==> src/rtl/ysyx_25030077_pkg.sv <==
// Shared types and constants for the ysyx_25030077 fetch unit.
// FSM encoding, halt causes and reset values live here.
package ysyx_25030077_pkg;

  typedef enum logic [1:0] {
    S_REQ   = 2'd0,
    S_WAIT  = 2'd1,
    S_VALID = 2'd2,
    S_HALT  = 2'd3
  } ifu_state_e;

  typedef logic [1:0] fault_t;

  localparam fault_t FAULT_NONE     = 2'd0;
  localparam fault_t FAULT_ILLEGAL  = 2'd1;
  localparam fault_t FAULT_ACCESS   = 2'd2;
  localparam fault_t FAULT_MISALIGN = 2'd3;

  localparam logic [31:0] NOP_INST = 32'h0000_0013;
  localparam logic [31:0] RESET_PC_DEFAULT = 32'h8000_0000;

  function automatic logic misaligned(input logic [31:0] a);
    return a[1:0] != 2'b00;
  endfunction

endpackage

==> src/rtl/ysyx_25030077_ifu_if.sv <==
// Fetch unit bus bundle: imem handshake, decode handshake, next-PC
// feedback and status. The IFU is the master side.
interface ysyx_25030077_ifu_if;

  logic        io_imem_req_valid;
  logic        io_imem_req_ready;
  logic [31:0] io_imem_req_addr;
  logic        io_imem_resp_valid;
  logic [31:0] io_imem_resp_data;
  logic        io_imem_resp_err;
  logic        io_inst_valid;
  logic        io_inst_ready;
  logic [31:0] io_instruction;
  logic [31:0] io_pc_count;
  logic [31:0] io_pc_next;
  logic        io_is_unknown_instruction;
  logic        io_halted;
  logic [1:0]  io_fault;
  logic [31:0] io_inst_count;

  modport master (
    output io_imem_req_valid, io_imem_req_addr,
    output io_inst_valid, io_instruction, io_pc_count,
    output io_halted, io_fault, io_inst_count,
    input  io_imem_req_ready, io_imem_resp_valid,
    input  io_imem_resp_data, io_imem_resp_err,
    input  io_inst_ready, io_pc_next,
    input  io_is_unknown_instruction
  );

  modport slave (
    input  io_imem_req_valid, io_imem_req_addr,
    input  io_inst_valid, io_instruction, io_pc_count,
    input  io_halted, io_fault, io_inst_count,
    output io_imem_req_ready, io_imem_resp_valid,
    output io_imem_resp_data, io_imem_resp_err,
    output io_inst_ready, io_pc_next,
    output io_is_unknown_instruction
  );

endinterface

==> src/rtl/ysyx_25030077_pc_reg.sv <==
// Architectural PC register with write-enable.
// Resets asynchronously to the boot address.
module ysyx_25030077_pc_reg
  import ysyx_25030077_pkg::*;
#(
  parameter logic [31:0] RESET_PC = RESET_PC_DEFAULT
) (
  input  logic        clock,
  input  logic        reset,
  input  logic        we,
  input  logic [31:0] pc_d,
  output logic [31:0] pc_q
);

  always_ff @(posedge clock or posedge reset) begin
    if (reset) begin
      pc_q <= RESET_PC;
    end else if (we) begin
      pc_q <= pc_d;
    end
  end

endmodule

==> src/rtl/ysyx_25030077_ifu.sv <==
// Instruction fetch unit: fetches the word at PC, holds it for decode,
// and commits the next PC on retire or halts with a fault code.
module ysyx_25030077_ifu
  import ysyx_25030077_pkg::*;
#(
  parameter logic [31:0] RESET_PC = RESET_PC_DEFAULT
) (
  input  logic clock,
  input  logic reset,
  ysyx_25030077_ifu_if.master io
);

  ifu_state_e  state_q, state_d;
  logic [31:0] inst_q, inst_d;
  logic [31:0] count_q, count_d;
  fault_t      fault_q, fault_d;
  logic        req_valid_q, req_valid_d;
  logic        inst_valid_q, inst_valid_d;
  logic        halted_q, halted_d;
  logic [31:0] pc_q;
  logic        pc_we;

  ysyx_25030077_pc_reg #(
    .RESET_PC(RESET_PC)
  ) u_pc_reg (
    .clock(clock),
    .reset(reset),
    .we   (pc_we),
    .pc_d (io.io_pc_next),
    .pc_q (pc_q)
  );

  always_comb begin
    state_d = state_q;
    inst_d  = inst_q;
    count_d = count_q;
    fault_d = fault_q;
    pc_we   = 1'b0;
    unique case (state_q)
      S_REQ: begin
        if (io.io_imem_req_ready) state_d = S_WAIT;
      end
      S_WAIT: begin
        if (io.io_imem_resp_valid) begin
          if (io.io_imem_resp_err) begin
            state_d = S_HALT;
            fault_d = FAULT_ACCESS;
          end else begin
            inst_d  = io.io_imem_resp_data;
            state_d = S_VALID;
          end
        end
      end
      S_VALID: begin
        // Illegal instruction outranks a bad target; neither commits.
        if (io.io_inst_ready) begin
          if (io.io_is_unknown_instruction) begin
            state_d = S_HALT;
            fault_d = FAULT_ILLEGAL;
          end else if (misaligned(io.io_pc_next)) begin
            state_d = S_HALT;
            fault_d = FAULT_MISALIGN;
          end else begin
            pc_we   = 1'b1;
            count_d = count_q + 32'd1;
            state_d = S_REQ;
          end
        end
      end
      S_HALT: begin
        state_d = S_HALT;
      end
    endcase
    req_valid_d  = (state_d == S_REQ);
    inst_valid_d = (state_d == S_VALID);
    halted_d     = (state_d == S_HALT);
  end

  always_ff @(posedge clock or posedge reset) begin
    if (reset) begin
      state_q      <= S_REQ;
      inst_q       <= NOP_INST;
      count_q      <= 32'd0;
      fault_q      <= FAULT_NONE;
      req_valid_q  <= 1'b1;
      inst_valid_q <= 1'b0;
      halted_q     <= 1'b0;
    end else begin
      state_q      <= state_d;
      inst_q       <= inst_d;
      count_q      <= count_d;
      fault_q      <= fault_d;
      req_valid_q  <= req_valid_d;
      inst_valid_q <= inst_valid_d;
      halted_q     <= halted_d;
    end
  end

  assign io.io_imem_req_valid = req_valid_q;
  assign io.io_imem_req_addr  = pc_q;
  assign io.io_inst_valid     = inst_valid_q;
  assign io.io_instruction    = inst_q;
  assign io.io_pc_count       = pc_q;
  assign io.io_halted         = halted_q;
  assign io.io_fault          = fault_q;
  assign io.io_inst_count     = count_q;

endmodule

==> src/flat_wrapper.sv <==
// flat-port wrapper written by rule: the top's interface ports become plain ports
module ysyx_25030077_ifu_flat import ysyx_25030077_pkg::*;
#(
  parameter logic [31:0] RESET_PC = RESET_PC_DEFAULT
)
  (clock, reset, io_io_imem_req_valid, io_io_imem_req_addr, io_io_inst_valid, io_io_instruction, io_io_pc_count, io_io_halted, io_io_fault, io_io_inst_count, io_io_imem_req_ready, io_io_imem_resp_valid, io_io_imem_resp_data, io_io_imem_resp_err, io_io_inst_ready, io_io_pc_next, io_io_is_unknown_instruction);
  ysyx_25030077_ifu_if io_i ();
  input  logic clock;
  input  logic reset;
  output wire logic [$bits(io_i.io_imem_req_valid)-1:0] io_io_imem_req_valid;
  output wire logic [$bits(io_i.io_imem_req_addr)-1:0] io_io_imem_req_addr;
  output wire logic [$bits(io_i.io_inst_valid)-1:0] io_io_inst_valid;
  output wire logic [$bits(io_i.io_instruction)-1:0] io_io_instruction;
  output wire logic [$bits(io_i.io_pc_count)-1:0] io_io_pc_count;
  output wire logic [$bits(io_i.io_halted)-1:0] io_io_halted;
  output wire logic [$bits(io_i.io_fault)-1:0] io_io_fault;
  output wire logic [$bits(io_i.io_inst_count)-1:0] io_io_inst_count;
  input wire logic [$bits(io_i.io_imem_req_ready)-1:0] io_io_imem_req_ready;
  input wire logic [$bits(io_i.io_imem_resp_valid)-1:0] io_io_imem_resp_valid;
  input wire logic [$bits(io_i.io_imem_resp_data)-1:0] io_io_imem_resp_data;
  input wire logic [$bits(io_i.io_imem_resp_err)-1:0] io_io_imem_resp_err;
  input wire logic [$bits(io_i.io_inst_ready)-1:0] io_io_inst_ready;
  input wire logic [$bits(io_i.io_pc_next)-1:0] io_io_pc_next;
  input wire logic [$bits(io_i.io_is_unknown_instruction)-1:0] io_io_is_unknown_instruction;
  assign io_io_imem_req_valid = io_i.io_imem_req_valid;
  assign io_io_imem_req_addr = io_i.io_imem_req_addr;
  assign io_io_inst_valid = io_i.io_inst_valid;
  assign io_io_instruction = io_i.io_instruction;
  assign io_io_pc_count = io_i.io_pc_count;
  assign io_io_halted = io_i.io_halted;
  assign io_io_fault = io_i.io_fault;
  assign io_io_inst_count = io_i.io_inst_count;
  assign io_i.io_imem_req_ready = io_io_imem_req_ready;
  assign io_i.io_imem_resp_valid = io_io_imem_resp_valid;
  assign io_i.io_imem_resp_data = io_io_imem_resp_data;
  assign io_i.io_imem_resp_err = io_io_imem_resp_err;
  assign io_i.io_inst_ready = io_io_inst_ready;
  assign io_i.io_pc_next = io_io_pc_next;
  assign io_i.io_is_unknown_instruction = io_io_is_unknown_instruction;
  ysyx_25030077_ifu #(.RESET_PC(RESET_PC)) u_core (.clock(clock), .reset(reset), .io(io_i));
endmodule
==> config.mk <==
export PLATFORM = sky130hd
export DESIGN_NAME = ysyx_25030077_ifu_flat
export DESIGN_NICKNAME = d
export VERILOG_FILES = /design/src/rtl/ysyx_25030077_pkg.sv /design/src/rtl/ysyx_25030077_ifu_if.sv /design/src/rtl/ysyx_25030077_pc_reg.sv /design/src/rtl/ysyx_25030077_ifu.sv /design/src/flat_wrapper.sv
export SDC_FILE = /design/constraint.sdc
export NUM_CORES = 1
export LEC_CHECK = 0
export CORE_MARGIN = 2
export CORE_UTILIZATION = 45
export DETAILED_ROUTE_END_ITERATION = 12
export PLACE_DENSITY_LB_ADDON = 0.25
export SETUP_SLACK_MARGIN = 0.1
export SYNTH_ARGS = -nofsm -noshare
export SYNTH_HDL_FRONTEND = slang
export SYNTH_SLANG_ARGS = --single-unit
==> constraint.sdc <==
create_clock -name clock -period 6.6 [get_ports clock]
set_clock_uncertainty 0.2 [all_clocks]
set_input_delay 1.32 -clock clock [delete_from_list [all_inputs] [get_ports clock]]
set_output_delay 1.32 -clock clock [all_outputs]
set_load 0.02 [all_outputs]
==> impl_metrics.py <==
metrics = {
    "place": {
        "place_area_sq_um": 6380,
        "gp_congestion": 0.788,
        "dp_slack_ns": 2.85,
        "hpwl_um": 8030,
        "dp.cells": 613,
        "portBuffers": 203,
    },
    "drt": {
        "ant_nets": 0,
        "drtIter0Drc": 91,
        "dr_total_vias": 3035,
        "drc": 0,
        "first_pass_iters": 4,
        "drt-wirelength-per-cell_um": 16.7,
        "via_per_inst": 4.83,
        "finalWirelength_um": 10500,
    },
    "timing": {
        "setup_slack_ns": 3.22,
        "slew-limit-headroom": 0.490,
        "tightest_slew_ns": 0.766,
        "finalCritPeriodShare": 0.512,
        "setup_viol": 0,
        "drv_slew": 0,
        "whs_ns": 0.279,
        "fmax_mhz": 296,
        "setup_tns_ns": 0,
        "rsz0062_at_grt": "no",
        "hold_viol": 0,
        "final.min_clock_period_ns": 3.38,
    },
    "final_layout": {
        "area_growth_pct": 45.5,
        "fin_util": 0.674,
        "final_common_cell": "clkdlybuf4s50_1",
        "fin_nets": 563,
        "n_antenna_cell": 0,
        "layout-drive-gt1-share": 0.192,
        "postLayoutCellArea_sq_um": 6550,
        "final_cells": 629,
        "mostFrequentLayoutCells": "203 x clkdlybuf4s50_1, 98 x dfrtp_1, 38 x mux2_2",
    },
    "yosys": {
        "synth_seq_cells": 103,
        "synthesis.nets": 387,
        "yosysUniqueCellTypes": 36,
        "netlist_instances": 315,
        "synth_seq_area_share": 0.574,
        "syn_avg_cell_area_sq_um": 14.3,
        "yosys-mux-area-fraction": 0.178,
        "synth_edf_count": 0,
        "synth_top_family_by_area": "multiplexers",
        "synthesis.area_sq_um": 4500,
        "synth-compound-area-share": 0.00889,
        "synthFlopType": "dfrtp_1",
        "synth_xor_area_frac": 0.0603,
        "synth-simple-area-share": 0.0981,
        "async_reset_ff_frac": 1.00,
        "yosysWarnings": 0,
        "yosys.area_share.adder": 0.00278,
    },
    "clocking": {
        "clock-sinks": 103,
        "cts_tree": "built",
        "insertion_delay_ns": 0.35,
        "cts_buffers": 9,
        "cts_buffer_depth": 2,
        "ctsHtreeMaxLevel": 3,
        "cts_resized": 0,
        "hold_buffers": 0,
        "cts_setup_buffers": 0,
        "root_buffer": "clkbuf_8",
        "clk_pin_slew_ns": 0.09,
    },
    "power_and_ir_drop": {
        "vdd_drop_max_mv": 0.104,
        "p_leak_nw": 2.85,
        "power.density_nw_per_um2": 203,
        "power_mw": 1.33,
    },
    "worst_setup_path": {
        "path_buf_inv": 1,
        "worst-path-max-fanout": 38,
        "reg2reg_from": "u_core.state_q[1]",
        "reg2reg_to": "u_core.io.io_inst_count[11]",
        "cp-end-kind": "register",
        "crit_family": "simple AND/OR/NAND/NOR gates",
        "r2r_setup_slack_ns": 4.17,
        "worstPathRequired_ns": 6.64,
        "cp.depth": 6,
        "endpoint": "u_core.io.io_inst_count[11]",
        "crit_type": "input pin to register",
        "cp_slowest_stage_delay_ns": 0.65,
        "critical_path_arrival_ns": 3.42,
        "critPathSlowestCell": "and2_4",
        "critPathLaunch": "io_io_inst_ready",
        "reg2regPathDepth": 5,
        "path_cells": "clkdlybuf4s50_1, and3b_1, and2_4, and3_1, nand4_1, xnor2_1",
        "crit_path_start_kind": "input pin",
    },
    "die": {
        "dieHeight_um": 104,
        "die_w_um": 104,
        "dieArea_sq_um": 10800,
        "pin_count": 204,
        "initial_core_util": 0.463,
        "fp-row-count": 36,
        "core_sq_um": 9730,
    },
    "min_path": {
        "hold_class": "register to register",
    },
    "grt": {
        "antenna_found_initial": 0,
        "grt_max_degree": 64,
        "grt_usage": 0.199,
        "grt_pass1_vias": 3172,
        "grt_overflow": 0,
        "grt_pass1_wl_um": 17000,
    },
    "flow_run": {
        "maxCapViolCount": 0,
    },
    "status": {
        "status": "complete, no violations",
    },
}
[synthesized netlist by cell type, types with 2 or more instances]
| cell type | number | area, sq um |
|---|---|---|
| and2b_1 | 3 | 22.5 |
| nand4_1 | 6 | 37.5 |
| buf_2 | 3 | 15.0 |
| mux2_2 | 38 | 428 |
| dfrtp_1 | 98 | 2450 |
| xnor2_1 | 23 | 201 |
| nand2_1 | 15 | 56.3 |
| a21oi_1 | 2 | 10.0 |
| xor2_1 | 8 | 70.1 |
| nand3_1 | 12 | 60.1 |
| buf_12 | 4 | 80.1 |
| and4_1 | 5 | 43.8 |
| buf_4 | 32 | 240 |
| and3_1 | 4 | 25.0 |
| nor2_1 | 9 | 33.8 |
| nor3_2 | 2 | 20.0 |
| and2_1 | 2 | 12.5 |
| nor3_4 | 2 | 32.5 |
| nand2b_1 | 2 | 12.5 |
| dfstp_2 | 5 | 131 |
| mux2_4 | 25 | 375 |
[worst min-delay path by stage]
stage | to | cells after the start | slack (ns) | from
floorplan | u_core.state_q[1] | 2 | 0.37 | u_core.state_q[0]
global placement | u_core.io.io_inst_count[31] | 1 | 0.26 | u_core.io.io_inst_count[31]
detailed placement | u_core.io.io_inst_count[31] | 1 | 0.27 | u_core.io.io_inst_count[31]
CTS | u_core.io.io_inst_count[31] | 1 | 0.28 | u_core.io.io_inst_count[31]
global route | u_core.io.io_inst_count[31] | 1 | 0.29 | u_core.io.io_inst_count[31]
finish | u_core.io.io_inst_count[31] | 1 | 0.28 | u_core.io.io_inst_count[31]
[flip-flops by register name, indices dropped and copies added, names as in the netlist]
register / count
u_core.u_pc_reg.pc_q: 32
u_core.io.io_inst_count: 32
u_core.io.io_inst_valid: 1
u_core.io.io_imem_req_valid: 1
u_core.io.io_halted: 1
u_core.io.io_instruction: 32
u_core.io.io_fault: 2
u_core.state_q: 2
[power breakdown]
part	switching, mW	leakage, nW	internal [mW]
registers	0.0244	1.37	0.676
clock network	0.208	0.0853	0.147
logic	0.121	1.40	0.156
[logic make-up after synthesis]
family                   count (synthesis)
buffers and inverters                   41
flip-flops                             103
AO/OA/AOI/OAI                            6
XOR/XNOR                                31
multiplexers                            63
AND/OR/NAND/NOR                         70
adder cells (fa/ha/maj)                  1
[metal layers]
layer | vias to the layer above | share of wire | GRT usage
met4 | 0 | 0.023 | 0.0695
met3 | 15 | 0.057 | 0.0508
met2 | 120 | 0.50 | 0.336
met5 | - | 0 | 0
li1 | 1403 | - | -
met1 | 1497 | 0.42 | 0.250
[cell type report]
class                   instances  area (sq um)
flip-flops and latches        103          2580
clock inverters                 5          33.8
multi-input cells             171          1580
repair buffers                205          2050
inverters                       1          6.26
clock buffers                  11           141
fillers                       774          3180
well taps                     133           166
Power figures use the tool's default switching activity.
